--- src/rtl/multicycle_shifter_pkg.sv ---
// Shared shift-unit definitions: direction codes, FSM encoding and level walking helper.
package multicycle_shifter_pkg;

    localparam logic SHIFT_SLL = 1'b0;
    localparam logic SHIFT_SRA = 1'b1;

    typedef enum logic [1:0] {
        StIdle  = 2'b00,
        StShift = 2'b01,
        StDone  = 2'b10
    } state_e;

    // Level k shifts by 16 >> k; level 4 is the 1-bit level.
    localparam logic [2:0] LevelFirst = 3'd0;
    localparam logic [2:0] LevelLast  = 3'd4;
    localparam logic [2:0] LevelEnd   = 3'd5;

    // Lowest level >= from whose shamt bit (4 - level) is set, or LevelEnd if none remain.
    function automatic logic [2:0] next_set_level(input logic [4:0] shamt,
                                                  input logic [2:0] from);
        logic [2:0] lvl;
        lvl = LevelEnd;
        for (int k = 4; k >= 0; k--) begin
            if (k >= int'(from) && shamt[4 - k]) begin
                lvl = 3'(k);
            end
        end
        return lvl;
    endfunction

endpackage

--- src/rtl/multicycle_shifter_if.sv ---
// Request/response bundle between the CPU pipeline and the iterative shifter.
interface multicycle_shifter_if;

    logic        in_valid;
    logic        in_ready;
    logic [31:0] data_operandA;
    logic [4:0]  ctrl_shiftamt;
    logic        ctrl_arith;
    logic        out_valid;
    logic        out_ready;
    logic [31:0] data_result;
    logic        busy;

    modport master (
        output in_valid, data_operandA, ctrl_shiftamt, ctrl_arith, out_ready,
        input  in_ready, out_valid, data_result, busy
    );

    modport slave (
        input  in_valid, data_operandA, ctrl_shiftamt, ctrl_arith, out_ready,
        output in_ready, out_valid, data_result, busy
    );

endinterface

--- src/rtl/multicycle_shifter_shift_level.sv ---
// One level of the shifter: sll or sra by 2^(4-level), bypassed when not enabled.
module shift_level
    import multicycle_shifter_pkg::*;
(
    input  logic [31:0] data_in,
    input  logic [2:0]  level,
    input  logic        dir,
    input  logic        enable,
    output logic [31:0] data_out
);

    logic        sign;
    logic [31:0] sll_val;
    logic [31:0] sra_val;

    assign sign = data_in[31];

    always_comb begin
        sll_val = data_in;
        sra_val = data_in;
        case (level)
            3'd0: begin
                sll_val = {data_in[15:0], 16'h0};
                sra_val = {{16{sign}}, data_in[31:16]};
            end
            3'd1: begin
                sll_val = {data_in[23:0], 8'h0};
                sra_val = {{8{sign}}, data_in[31:8]};
            end
            3'd2: begin
                sll_val = {data_in[27:0], 4'h0};
                sra_val = {{4{sign}}, data_in[31:4]};
            end
            3'd3: begin
                sll_val = {data_in[29:0], 2'b0};
                sra_val = {{2{sign}}, data_in[31:2]};
            end
            3'd4: begin
                sll_val = {data_in[30:0], 1'b0};
                sra_val = {sign, data_in[31:1]};
            end
            default: ;
        endcase
    end

    assign data_out = !enable             ? data_in :
                      (dir == SHIFT_SRA)  ? sra_val : sll_val;

endmodule

--- src/rtl/multicycle_shifter.sv ---
// Iterative shifter: one barrel level per clock, result held until the consumer takes it.
module multicycle_shifter
    import multicycle_shifter_pkg::*;
#(
    parameter bit          SKIP_ZERO_STAGES = 1'b0,
    parameter int unsigned DATA_WIDTH       = 32
) (
    input logic                 clock,
    input logic                 reset,
    multicycle_shifter_if.slave sh
);

    state_e                  state_q, state_d;
    logic [DATA_WIDTH-1:0]   data_q, data_d;
    logic [4:0]              shamt_q, shamt_d;
    logic                    dir_q, dir_d;
    logic [2:0]              level_q, level_d;
    logic [2:0]              next_level;
    logic [4:0]              bit_by_level;
    logic                    level_en;
    logic [DATA_WIDTH-1:0]   shifted;

    // bit_by_level[k] is the shamt bit that controls level k.
    assign bit_by_level = {shamt_q[0], shamt_q[1], shamt_q[2], shamt_q[3], shamt_q[4]};
    assign level_en     = bit_by_level[level_q];
    assign next_level   = next_set_level(shamt_q, level_q + 3'd1);

    shift_level u_shift_level (
        .data_in  (data_q),
        .level    (level_q),
        .dir      (dir_q),
        .enable   (level_en),
        .data_out (shifted)
    );

    always_comb begin
        state_d = state_q;
        data_d  = data_q;
        shamt_d = shamt_q;
        dir_d   = dir_q;
        level_d = level_q;
        unique case (state_q)
            StIdle: begin
                if (sh.in_valid) begin
                    data_d  = sh.data_operandA;
                    shamt_d = sh.ctrl_shiftamt;
                    dir_d   = sh.ctrl_arith;
                    level_d = LevelFirst;
                    state_d = StShift;
                    if (SKIP_ZERO_STAGES) begin
                        if (sh.ctrl_shiftamt == 5'd0) begin
                            state_d = StDone;
                        end else begin
                            level_d = next_set_level(sh.ctrl_shiftamt, LevelFirst);
                        end
                    end
                end
            end
            StShift: begin
                data_d = shifted;
                if (SKIP_ZERO_STAGES) begin
                    if (next_level == LevelEnd) begin
                        state_d = StDone;
                    end else begin
                        level_d = next_level;
                    end
                end else if (level_q == LevelLast) begin
                    state_d = StDone;
                end else begin
                    level_d = level_q + 3'd1;
                end
            end
            StDone: begin
                if (sh.out_ready) begin
                    state_d = StIdle;
                end
            end
            default: state_d = StIdle;
        endcase
    end

    always_ff @(posedge clock or negedge reset) begin
        if (!reset) begin
            state_q <= StIdle;
            data_q  <= '0;
            shamt_q <= '0;
            dir_q   <= 1'b0;
            level_q <= '0;
        end else begin
            state_q <= state_d;
            data_q  <= data_d;
            shamt_q <= shamt_d;
            dir_q   <= dir_d;
            level_q <= level_d;
        end
    end

    assign sh.in_ready    = (state_q == StIdle);
    assign sh.out_valid   = (state_q == StDone);
    assign sh.busy        = (state_q == StShift) || (state_q == StDone);
    assign sh.data_result = data_q;

endmodule

--- src/flat_wrapper.sv ---
// flat-port wrapper written by rule: the top's interface ports become plain ports
module multicycle_shifter_flat import multicycle_shifter_pkg::*;
#(
    parameter bit          SKIP_ZERO_STAGES = 1'b0,
    parameter int unsigned DATA_WIDTH       = 32
)
  (clock, reset, sh_in_valid, sh_data_operandA, sh_ctrl_shiftamt, sh_ctrl_arith, sh_out_ready, sh_in_ready, sh_out_valid, sh_data_result, sh_busy);
  multicycle_shifter_if sh_i ();
  input logic clock;
  input logic reset;
  input wire logic [$bits(sh_i.in_valid)-1:0] sh_in_valid;
  input wire logic [$bits(sh_i.data_operandA)-1:0] sh_data_operandA;
  input wire logic [$bits(sh_i.ctrl_shiftamt)-1:0] sh_ctrl_shiftamt;
  input wire logic [$bits(sh_i.ctrl_arith)-1:0] sh_ctrl_arith;
  input wire logic [$bits(sh_i.out_ready)-1:0] sh_out_ready;
  output wire logic [$bits(sh_i.in_ready)-1:0] sh_in_ready;
  output wire logic [$bits(sh_i.out_valid)-1:0] sh_out_valid;
  output wire logic [$bits(sh_i.data_result)-1:0] sh_data_result;
  output wire logic [$bits(sh_i.busy)-1:0] sh_busy;
  assign sh_i.in_valid = sh_in_valid;
  assign sh_i.data_operandA = sh_data_operandA;
  assign sh_i.ctrl_shiftamt = sh_ctrl_shiftamt;
  assign sh_i.ctrl_arith = sh_ctrl_arith;
  assign sh_i.out_ready = sh_out_ready;
  assign sh_in_ready = sh_i.in_ready;
  assign sh_out_valid = sh_i.out_valid;
  assign sh_data_result = sh_i.data_result;
  assign sh_busy = sh_i.busy;
  multicycle_shifter #(.SKIP_ZERO_STAGES(SKIP_ZERO_STAGES), .DATA_WIDTH(DATA_WIDTH)) u_core (.clock(clock), .reset(reset), .sh(sh_i));
endmodule
--- config.mk ---
export PLATFORM = sky130hd
export DESIGN_NAME = multicycle_shifter_flat
export DESIGN_NICKNAME = d
export VERILOG_FILES = /design/src/rtl/multicycle_shifter_pkg.sv /design/src/rtl/multicycle_shifter_if.sv /design/src/rtl/multicycle_shifter_shift_level.sv /design/src/rtl/multicycle_shifter.sv /design/src/flat_wrapper.sv
export SDC_FILE = /design/constraint.sdc
export NUM_CORES = 1
export LEC_CHECK = 0
export BUFFER_PORTS_ARGS = -buffer_cell sky130_fd_sc_hd__buf_2
export CAP_MARGIN = 30
export CORE_MARGIN = 3
export CORE_UTILIZATION = 50
export DETAILED_ROUTE_END_ITERATION = 10
export MAX_ROUTING_LAYER = met4
export PLACE_DENSITY = 0.78
export SETUP_SLACK_MARGIN = 0.4
export SYNTH_ARGS = -nofsm -noshare
export SYNTH_HDL_FRONTEND = slang
export SYNTH_SLANG_ARGS = --single-unit
--- constraint.sdc ---
create_clock -name clock -period 2.4 [get_ports clock]
set_clock_uncertainty 0.1 [all_clocks]
set_input_delay 0.48 -clock clock [delete_from_list [all_inputs] [get_ports clock]]
set_output_delay 0.48 -clock clock [all_outputs]
set_load 0.05 [all_outputs]
==> metrics.md <==
| Metric | Value |
|---|---|
| Status | completed |
| Post-DP HPWL | 10,900 um |
| Synth top cells by count | 57 x nand2_1, 43 x dfrtp_1, 39 x nor2_1 |
| Slowest stage delay, CP | 0.49 ns |
| Largest net degree at the start of global routing | 51 |
| Initial Util | 52.7% |
| Gate Count Post-Synth | 500 |
| GR Util met2 | 56.6% |
| Ys flop type | dfrtp_1 |
| Global-route wire length before repair | 25,400 um |
| Least-Margin Pin Slew | 0.686 ns |
| Grt met1 use | 48.3% |
| Initial antenna violation count | 0 |
| Kind of critical path | flip-flop to flip-flop |
| DR WL/cell | between 20 and 30 um |
| Count of input and output buffers | 76 |
| Max-cap violation count | 0 |
| Gr usage total | a little under two fifths |
| Fin. Hold Viols | 0 |
| Antenna Violating Nets Remaining | 0 |
| H-tree lvl count | 2 |
| Sequential cell area | 0.00108 mm2 |
| Grt total ovfl | 0 |
| Worst R2R Start | u_core.level_q[0] |
| Clk sinks | 43 |
| Synthesized flop and latch total | 43 |
| Insertion delay to the later sink of the worst-skew pair | about 0.31 ns |
| Iter 0 DRT Violations | 947 |
| Setup violators final | 0 |
| Unique cell type count in the Yosys netlist | 53 |
| Crit share post-route | just under 100% |
| Critical Path AT | 2.45 ns |
| Vias in the first global route | ~4,600 |
| Grt peak-use layer | met2 |
| Gpl congestion | 1.01 |
| Critical path's most frequent cell | o21a_4 |
| Worst-path cell chain | inv_4 -> ha_4 -> or3_4 -> o21a_4 -> buf_12 -> o21a_4 -> a222oi_1 -> o21ai_1 |
| Syn Area/Cell | a little under 8 um2 |
| Leading area contributor after synthesis | dfrtp_1 |
| Critical path's slowest cell | dfrtp_2 |
| CP endpoint kind | flip-flop |
| Startpoint Class | flip-flop |
| Die width | 94.6 um |
| Critical path peak fanout | 8 |
| Max-slew violation count | 0 |
| Row cnt | 31 |
| CTS tree | yes |
| TritonCTS Buffers | 5 |
| Sequential fraction of the synthesis area | between 20% and 30% |
| Final Non-Filler Cells | 666 |
| Critical path origin | u_core.level_q[0] |
| Mapped Area | 0.00393 mm2 |
| Warnings from Yosys | 0 |
| Met3 Track Usage GR | 6.14% |
| Top cell type's share of synthesized area | 27.4% |
| Max Freq | 0.423 GHz |
| Die footprint | 0.00895 mm2 |
| Placed cells | 648 |
| Core area | 0.00745 mm2 |
| Crit path time final | 2.36 ns |
| Share of cells above drive strength 1 | 33.3% |
| Data required, critical path | 2.49 ns |
| Crit-path leading delay family | compound AO/OA/AOI/OAI gates |
| Antenna diode count | 0 |
| HP Class | primary input to asynchronous set/reset pin |
| Most frequent cell after synthesis | nand2_1 |
| Die Y | 94.6 um |
| Clk slew on worst S/H paths | 0.10 ns |
| Via count | 4,983 |
| Detailed Route WL | 16,700 um |
| Relative slew slack | 54.3% |
| Crit path buf inv count | 2 |
| Hold WS | 0.109 ns |
| DRC Markers | 0 |
| Ports | just under 80 |
| Area taken by multi-input logic gates | 0.00283 mm2 |
| Detail-routed via count per cell | 7.48 |
| Final nets | 618 |
| Area grow syn2layout | 32.2% |
| RSZ-0062 raised after global routing | true |
| Root Buffer | clkbuf_8 |
| Deepest clock path buffer count | 2 |
| # fillers | 632 |
| EDFF count, synth | 0 |
| Post-Syn Nets | 552 |
| Ys async rst share | 100% |
| Synth top area cells | dfrtp_1 27%, a222oi_1 5.6%, nand2_1 5.4%, a22oi_1 4.8%, a22o_1 4.7% |
| DR pass1 iterations | 9 |
[final cells by class]
| cell class | instances | share of cell area [%] |
|---|---|---|
| clock buffer | 6 | 1.59 |
| clock inverter | 2 | 0.675 |
| multi-input combinational | 383 | 54.4 |
| inverter | 9 | 0.699 |
| tap | 99 | 2.39 |
| sequential | 43 | 20.8 |
| timing repair buffer | 124 | 19.5 |
[placed cells by master (no fill, tap or decap), types with 6 or more instances in the layout]
cell type  synthesis  final
a21oi_1           35     33
a222oi_1          22     22
a22o_1            21     21
a22oi_1           25     25
and3_1             6      6
buf_12             0     11
buf_2             20     75
buf_4              0     30
clkbuf_8           0      6
dfrtp_1           43     41
inv_1              9      7
mux2_2             6      6
nand2_1           57     56
nand3_1           15     15
nand3b_1           7      7
nand4_1            7      7
nand4b_1           6      6
nor2_1            39     39
o21a_1             9      7
o21ai_0           26      6
o21ai_1            2     16
o221ai_1          20     12
o221ai_2           0      6
[per-stage QoR]
step / setup slack, ns / setup TNS (ns) / cell area, um2 / util (%)
2_1_floorplan: 0.125 / 0 / 4000 / -
4_1_cts: 0.0841 / 0 / 4950 / 66.5
5_1_grt: -0.0267 / -0.0549 / 5190 / 69.7
3_3_place_gp: 0.106 / 0 / 4600 / 61.8
3_5_place_dp: 0.0579 / 0 / 4600 / 61.8
6_report: 0.0380 / 0 / 5190 / 69.7
[worst register-to-register path: stages (launching register included)]
cell and delay (ns):
dfrtp_2 0.49, inv_4 0.07, ha_4 0.16, or3_4 0.38, o21a_4 0.24, buf_12 0.15
o21a_4 0.23, a222oi_1 0.32, o21ai_1 0.12
[flip-flops by register name (all words and copies together), names as in the netlist]
register,count
u_core.shamt_q,5
u_core.dir_q,1
u_core.sh.data_result,32
u_core.level_q,3
u_core.state_q,2
[path summary, 6_finish.rpt]
path,cells past startpoint,to,slack [ns]
setup / recovery,8,u_core.sh.data_result[21],0.04
setup reg to reg,8,u_core.sh.data_result[21],0.04
min in group clock,2,u_core.shamt_q[2],0.30
hold / removal,1,u_core.sh.data_result[15],0.11
max in group asynchronous,2,u_core.sh.data_result[4],1.39
hold reg to reg,1,u_core.shamt_q[4],0.41
[repair_timing]
action                                  in CTS  in global routing
cloned                                       3                  3
gates resized for setup                     26                 28
hold endpoints to repair                     0                  0
pin swaps                                   13                 18
setup buffers                                2                  2
endpoints found under the setup margin      34                 35
hold buffers                                 0                  0
[cell families after synthesis]
logic type | Yosys count | share of synthesized area, %
AND/OR/NAND/NOR | 161 | 19.9
flip-flops | 43 | 27.4
AO/OA/AOI/OAI | 204 | 38.8
multiplexers | 8 | 2.55
buffers and inverters | 74 | 8.09
adder cells (fa/ha/maj) | 10 | 3.19
[routing by layer]
metal / routed length (um) / part of all wire, %
met5: 0 / 0
met4: 987 / 5.9
met3: 2190 / 13
met2: 7450 / 45
met1: 6060 / 36
Power is not shown: default switching activity piles up to over one toggle a cycle in this logic, so the estimate is an artifact.
